==> src/rtl/gstdmasnd_addr_if.sv <==
// Bus bundle between the CPU/shifter side and the DMA-sound frame sequencer.
// master drives register access and fetch-slot requests; slave is the sequencer.
interface gstdmasnd_addr_if #(
  parameter int ADDR_W = 23
);
  logic              CS;
  logic [5:0]        A;
  logic [15:0]       DIN;
  logic              RW;
  logic [15:0]       DOUT;
  logic              SREQ;
  logic              SLOT;
  logic              SLOAD_N;
  logic [ADDR_W-1:0] SADDR;
  logic              SINT;
  logic              PLAYING;

  modport master (
    output CS, A, DIN, RW, SREQ, SLOT,
    input  DOUT, SLOAD_N, SADDR, SINT, PLAYING
  );

  modport slave (
    input  CS, A, DIN, RW, SREQ, SLOT,
    output DOUT, SLOAD_N, SADDR, SINT, PLAYING
  );
endinterface

==> src/rtl/gstdmasnd_addr.sv <==
// STE DMA-sound frame sequencer: start/end/counter registers, slot arbitration, 4-cycle SLOAD_N fetch.
// Optional GSTDMASND_CNTR_READ_EN exposes the live frame counter at offsets 0x04-0x06.
module gstdmasnd_addr #(
  parameter int ADDR_W = 23
) (
  input  logic                   clk32,
  input  logic                   resb,
  gstdmasnd_addr_if.slave        bus
);

  localparam logic [1:0] ST_IDLE  = 2'd0;
  localparam logic [1:0] ST_PLAY  = 2'd1;
  localparam logic [1:0] ST_FETCH = 2'd2;

  logic [1:0]        r_state;
  logic [1:0]        r_fcnt;
  logic              r_cs_d;
  logic [1:0]        r_ctrl;
  logic [ADDR_W-1:0] r_start;
  logic [ADDR_W-1:0] r_endr;
  logic [ADDR_W-1:0] r_cnt;
  logic [ADDR_W-1:0] r_end_l;
  logic              r_sload_n;
  logic              r_sint;

  logic              w_wr;
  logic              w_ctrl_wr;
  logic              w_stop;
  logic              w_eof;
  logic [15:0]       w_dout;
  logic              w_unused;

  assign w_wr      = r_cs_d & ~bus.CS & ~bus.RW;
  assign w_ctrl_wr = w_wr & (bus.A == 6'h00);
  assign w_stop    = w_ctrl_wr & ~bus.DIN[0];
  assign w_eof     = (r_cnt == r_end_l);
  assign w_unused  = ^bus.DIN[15:8];

  always_ff @(posedge clk32 or negedge resb) begin
    if (!resb) begin
      r_cs_d <= 1'b0;
    end else begin
      r_cs_d <= bus.CS;
    end
  end

  // Start/end writes only touch the CPU copies; the running frame uses the latches.
  always_ff @(posedge clk32 or negedge resb) begin
    if (!resb) begin
      r_start <= '0;
      r_endr  <= '0;
    end else if (w_wr) begin
      case (bus.A)
        6'h01:   r_start[22:15] <= bus.DIN[7:0];
        6'h02:   r_start[14:7]  <= bus.DIN[7:0];
        6'h03:   r_start[6:0]   <= bus.DIN[7:1];
        6'h07:   r_endr[22:15]  <= bus.DIN[7:0];
        6'h08:   r_endr[14:7]   <= bus.DIN[7:0];
        6'h09:   r_endr[6:0]    <= bus.DIN[7:1];
        default: ;
      endcase
    end
  end

  always_ff @(posedge clk32 or negedge resb) begin
    if (!resb) begin
      r_state   <= ST_IDLE;
      r_fcnt    <= 2'd0;
      r_ctrl    <= 2'b00;
      r_cnt     <= '0;
      r_end_l   <= '0;
      r_sload_n <= 1'b1;
      r_sint    <= 1'b0;
    end else begin
      r_sint <= 1'b0;
      case (r_state)
        ST_IDLE: begin
          if (w_ctrl_wr) begin
            r_ctrl <= bus.DIN[1:0];
            if (bus.DIN[0]) begin
              r_state <= ST_PLAY;
              r_cnt   <= r_start;
              r_end_l <= r_endr;
            end
          end
        end
        ST_PLAY: begin
          if (w_stop) begin
            r_ctrl  <= {bus.DIN[1], 1'b0};
            r_state <= ST_IDLE;
          end else begin
            if (w_ctrl_wr) begin
              r_ctrl[1] <= bus.DIN[1];
            end
            if (bus.SLOT) begin
              if (w_eof) begin
                r_sint <= 1'b1;
                if (r_ctrl[1]) begin
                  r_cnt   <= r_start;
                  r_end_l <= r_endr;
                end else begin
                  r_ctrl[0] <= 1'b0;
                  r_state   <= ST_IDLE;
                end
              end else if (bus.SREQ) begin
                r_state   <= ST_FETCH;
                r_fcnt    <= 2'd0;
                r_sload_n <= 1'b0;
              end
            end
          end
        end
        ST_FETCH: begin
          if (w_ctrl_wr) begin
            r_ctrl[1] <= bus.DIN[1];
            if (!bus.DIN[0]) begin
              r_ctrl[0] <= 1'b0;
            end
          end
          // A stop requested mid-fetch lets the strobe run its full length first.
          if (r_fcnt == 2'd3) begin
            r_sload_n <= 1'b1;
            r_cnt     <= r_cnt + 1'b1;
            r_state   <= (r_ctrl[0] && !w_stop) ? ST_PLAY : ST_IDLE;
          end else begin
            r_fcnt <= r_fcnt + 2'd1;
          end
        end
        default: begin
          r_state <= ST_IDLE;
        end
      endcase
    end
  end

  always_comb begin
    w_dout = 16'h0000;
    if (bus.CS && bus.RW) begin
      case (bus.A)
        6'h00:   w_dout = {14'd0, r_ctrl};
        6'h01:   w_dout = {8'd0, r_start[22:15]};
        6'h02:   w_dout = {8'd0, r_start[14:7]};
        6'h03:   w_dout = {8'd0, r_start[6:0], 1'b0};
`ifdef GSTDMASND_CNTR_READ_EN
        6'h04:   w_dout = {8'd0, r_cnt[22:15]};
        6'h05:   w_dout = {8'd0, r_cnt[14:7]};
        6'h06:   w_dout = {8'd0, r_cnt[6:0], 1'b0};
`else
        6'h04:   w_dout = 16'h0000;
        6'h05:   w_dout = 16'h0000;
        6'h06:   w_dout = 16'h0000;
`endif
        6'h07:   w_dout = {8'd0, r_endr[22:15]};
        6'h08:   w_dout = {8'd0, r_endr[14:7]};
        6'h09:   w_dout = {8'd0, r_endr[6:0], 1'b0};
        default: w_dout = 16'h0000;
      endcase
    end
  end

  assign bus.DOUT    = w_dout;
  assign bus.SLOAD_N = r_sload_n;
  assign bus.SADDR   = r_cnt;
  assign bus.SINT    = r_sint;
  assign bus.PLAYING = (r_state != ST_IDLE);

endmodule

==> src/flat_wrapper.sv <==
// flat-port wrapper written by rule: the top's interface ports become plain ports
module gstdmasnd_addr_flat 
#(
  parameter int ADDR_W = 23
)
  (clk32, resb, bus_CS, bus_A, bus_DIN, bus_RW, bus_SREQ, bus_SLOT, bus_DOUT, bus_SLOAD_N, bus_SADDR, bus_SINT, bus_PLAYING);
  gstdmasnd_addr_if #(.ADDR_W(ADDR_W)) bus_i ();
  input  logic clk32;
  input  logic resb;
  input wire logic [$bits(bus_i.CS)-1:0] bus_CS;
  input wire logic [$bits(bus_i.A)-1:0] bus_A;
  input wire logic [$bits(bus_i.DIN)-1:0] bus_DIN;
  input wire logic [$bits(bus_i.RW)-1:0] bus_RW;
  input wire logic [$bits(bus_i.SREQ)-1:0] bus_SREQ;
  input wire logic [$bits(bus_i.SLOT)-1:0] bus_SLOT;
  output wire logic [$bits(bus_i.DOUT)-1:0] bus_DOUT;
  output wire logic [$bits(bus_i.SLOAD_N)-1:0] bus_SLOAD_N;
  output wire logic [$bits(bus_i.SADDR)-1:0] bus_SADDR;
  output wire logic [$bits(bus_i.SINT)-1:0] bus_SINT;
  output wire logic [$bits(bus_i.PLAYING)-1:0] bus_PLAYING;
  assign bus_i.CS = bus_CS;
  assign bus_i.A = bus_A;
  assign bus_i.DIN = bus_DIN;
  assign bus_i.RW = bus_RW;
  assign bus_i.SREQ = bus_SREQ;
  assign bus_i.SLOT = bus_SLOT;
  assign bus_DOUT = bus_i.DOUT;
  assign bus_SLOAD_N = bus_i.SLOAD_N;
  assign bus_SADDR = bus_i.SADDR;
  assign bus_SINT = bus_i.SINT;
  assign bus_PLAYING = bus_i.PLAYING;
  gstdmasnd_addr #(.ADDR_W(ADDR_W)) u_core (.clk32(clk32), .resb(resb), .bus(bus_i));
endmodule
==> config.mk <==
export PLATFORM = sky130hd
export DESIGN_NAME = gstdmasnd_addr_flat
export DESIGN_NICKNAME = d
export VERILOG_FILES = /design/src/rtl/gstdmasnd_addr_if.sv /design/src/rtl/gstdmasnd_addr.sv /design/src/flat_wrapper.sv
export SDC_FILE = /design/constraint.sdc
export NUM_CORES = 1
export LEC_CHECK = 0
export BUFFER_PORTS_ARGS = -buffer_cell sky130_fd_sc_hd__buf_2
export CELL_PAD_IN_SITES_DETAIL_PLACEMENT = 0
export CELL_PAD_IN_SITES_GLOBAL_PLACEMENT = 1
export CORE_ASPECT_RATIO = 1.2
export CORE_MARGIN = 4
export CORE_UTILIZATION = 50
export CTS_BUF_LIST = sky130_fd_sc_hd__clkbuf_4 sky130_fd_sc_hd__clkbuf_8 sky130_fd_sc_hd__clkbuf_16
export DETAILED_ROUTE_END_ITERATION = 8
export GPL_TIMING_DRIVEN = 0
export PLACE_DENSITY_LB_ADDON = 0.05
export SLEW_MARGIN = 20
export SYNTH_ARGS = -nofsm -noshare
export SYNTH_HDL_FRONTEND = slang
export SYNTH_SLANG_ARGS = --single-unit
==> constraint.sdc <==
create_clock -name clk32 -period 4.25 [get_ports clk32]
set_input_delay 0 -clock clk32 [delete_from_list [all_inputs] [get_ports clk32]]
set_output_delay 0 -clock clk32 [all_outputs]
set_load 0.02 [all_outputs]
==> impl_metrics.tcl <==
set metrics [dict create \
    run_status "finished, final reports clean" \
    postCtsSetupRepairBufs 0 \
    worstHoldStart "bus_DIN[1]" \
    fin_ws_ps 957.0 \
    diodes 0 \
    syn_area_per_cell_um2 10.69 \
    wl_per_cell_um 21.44 \
    h-tree-depth 3 \
    synth_top_area_cell "dfrtp_1" \
    grt_max_degree 69 \
    numPortBuffers 51 \
    hpwl_um 11710 \
    vias_per_cell 6.064 \
    drc_errors 0 \
    synthFlopType "dfrtp_1" \
    holdPathStages 2 \
    synthTopCellsByArea "dfrtp_1 45%, mux2_2 15%, xnor2_1 3.6%" \
    rows 41 \
    die_w_um 104.0 \
    powerDensity_nw_per_um2 598.2 \
    grt_overflow 0 \
    yosysTopAreaCellShare 0.4529 \
    clk_latency_ps 350 \
    clockRootBuffer "clkbuf_16" \
    tightest_slew_ps 909.9 \
    pre_cts_ws_ps 958.3 \
    dieArea_um2 12800 \
    rsz0062_at_grt "no" \
    static-leakage-power_nw 2.967 \
    grt_pass1_wl_um 24820 \
    hold_class "input pin to flop" \
    tns_ps 0 \
    clock.fmax_mhz 303.7 \
    hold_viol 0 \
    cp-start-kind "flop" \
    top_level_ports 70 \
    skew_ps 7.307 \
    finalInstanceArea_um2 6374 \
    drive_gt1_frac 0.2867 \
    synth-edff-count 0 \
    yosys_register_bits 101 \
    first_pass_iters 4 \
    fin_crit_ps 3293 \
    required_ps 4480 \
    drt-initial-drc-count 275 \
    synthesis.area_um2 5525 \
    synth_seq_area_share 0.4577 \
    path_class "flop to flop" \
    post_dp_cell_area_um2 6002 \
    coreArea_um2 10670 \
    gp_congestion 0.9326 \
    reg2regPathDepth 8 \
    endpoint_kind "flop" \
    setup_violations 0 \
    holdPathEnd "u_core.r_start[16]" \
    slew_viol_final 0 \
    cts_num_sinks 101 \
    drt-total-wl_um 15630 \
    die_h_um 123.2 \
    grt_pass1_vias 4393 \
    cts_tree "built" \
    vias 4421 \
    initial_utilization 0.5178 \
    ys_warn_count 0 \
    r2r_setup_slack_ps 960 \
    synthArstFlopShare 1.000 \
    timing.rr.end "u_core.r_end_l[8]" \
    slew_headroom 0.3901 \
    grt_usage 0.2515 \
    ctsLongestPathBuffers 2 \
    ir_worst_vdd_mv 0.2339 \
    synth_cell_type_count 58 \
    cts_hold_repair.buffers 8 \
    numCtsBuffers 9 \
    drtAntennaViolNets 0 \
    crit_fanout 10 \
    antenna_found_initial 0 \
    drv_cap 0 \
    path_clk_slew_ps 80 \
    r2r_start "u_core.bus.SADDR[11]" \
    area_growth_pct 15.35 \
    cts-resized-gates 0 \
    period_share 0.7748 \
    nets 629 \
    syn_inst 517 \
    cp.arrival_ps 3520 \
]
-- how the worst max path moves through the flow --
| stage | from | to | depth (start not counted) |
|---|---|---|---|
| 2_1_floorplan | u_core.bus.SADDR[11] | u_core.r_end_l[10] | 8 |
| 3_5_place_dp | u_core.bus.SADDR[11] | u_core.r_end_l[8] | 8 |
| 5_1_grt | u_core.bus.SADDR[11] | u_core.r_end_l[3] | 8 |
| 3_3_place_gp | u_core.bus.SADDR[11] | u_core.r_end_l[9] | 8 |
| 6_report | u_core.bus.SADDR[11] | u_core.r_end_l[8] | 8 |
| 4_1_cts | u_core.bus.SADDR[9] | u_core.r_end_l[8] | 7 |
-- synth_stat cells (3+ instances only) --
cell type / n
dfrtp_1: 100
mux2_2: 76
nand2_1: 50
nor2_1: 27
nand3_1: 26
xnor2_1: 23
clkbuf_1: 18
o21ai_0: 14
a21oi_1: 13
and3_1: 11
mux2i_1: 11
nor3_1: 11
buf_4: 10
nand4_1: 10
a31oi_1: 9
inv_1: 9
a221oi_1: 8
and2_1: 8
nand4b_1: 7
ha_1: 6
a211o_1: 5
nor4_1: 5
a22oi_1: 4
a32o_1: 4
buf_2: 4
a32oi_1: 3
nor2b_1: 3
o21a_1: 3
or4_1: 3
-- metrics by stage --
step	std cells	hold slack (ps)	total power [W]	util
finish	729	14.20	0.003813	0.5973
global route	729	22.49	0.004027	0.5973
CTS	729	12.29	0.003832	0.5973
detailed placement	705	-88.83	0.003012	0.5625
global placement	704	189.8	0.002982	0.5593
floorplan	524	-295.6	0.002485	-
-- layout make-up --
| type | count | area (um^2) |
|---|---|---|
| plain buffers | 35 | 188.9 |
| clock buffers | 9 | 225.2 |
| clock inverters | 7 | 66.31 |
| fillers | 922 | 4297 |
| inverters | 9 | 33.78 |
| multi-input cells | 379 | 2800 |
| flip-flops and latches | 101 | 2529 |
| well taps | 129 | 161.4 |
| repair buffers | 60 | 369.1 |
-- placed cells by master, fill, tap and decap left out, types with 4 or more instances in the layout --
master / count
nand3_1: 26
a22oi_1: 4
nor2_1: 27
buf_2: 54
xnor2_1: 23
a211o_1: 5
nand4b_1: 7
a21oi_1: 13
conb_1: 8
nand4_1: 10
nor3_1: 11
a221oi_1: 8
ha_1: 6
dlygate4sd3_1: 8
clkbuf_16: 9
mux2_2: 76
a31oi_1: 9
and3_1: 11
mux2i_1: 11
nand2_1: 50
clkbuf_1: 18
and2_1: 8
inv_1: 9
o21ai_0: 14
nor4_1: 5
buf_4: 10
a32o_1: 4
dfrtp_1: 100
-- critical path: stages (launching register included) --
cell and delay, ps:
dfrtp_1 340, clkbuf_1 310, xnor2_1 160, nand3_1 100, nor4_2 560, a41oi_2 370
a2111oi_4 640, buf_4 320, mux2_2 360
-- state kept, by name, indices dropped and copies added (netlist names) --
signal and flops:
u_core.bus.SINT 1, u_core.bus.SADDR 23, u_core.r_endr 23, u_core.r_start 23, u_core.r_cs_d 1, u_core.r_ctrl 2
u_core.bus.SLOAD_N 1, u_core.r_state 2, u_core.r_end_l 23, u_core.r_fcnt 2
-- kinds of logic after synthesis --
| group | synth area share |
|---|---|
| buffers and inverters | 0.04031 |
| DFF | 0.4577 |
| muxes | 0.1789 |
| other | 0.0006787 |
| adders and majority gates | 0.01359 |
| and+or+nand+nor | 0.1703 |
| AOI/OAI and AO/OA | 0.1021 |
| xor gates and xnor gates | 0.03646 |
-- report_power, final --
group,internal [W],total [W],switching [W]
Combinational,0.000637,0.00150,0.000859
Sequential,0.00118,0.00150,0.000320
Clock,0.000413,0.000815,0.000401
-- per-layer routing --
metal / track usage / share of wire / wire, um
met3: 0.03499 / 0.052 / 813
met1: 0.3459 / 0.44 / 6889
met2: 0.4126 / 0.49 / 7600
met4: 0.08811 / 0.021 / 329
met5: 0 / 0 / 0
Power figures use the tool's default switching activity.
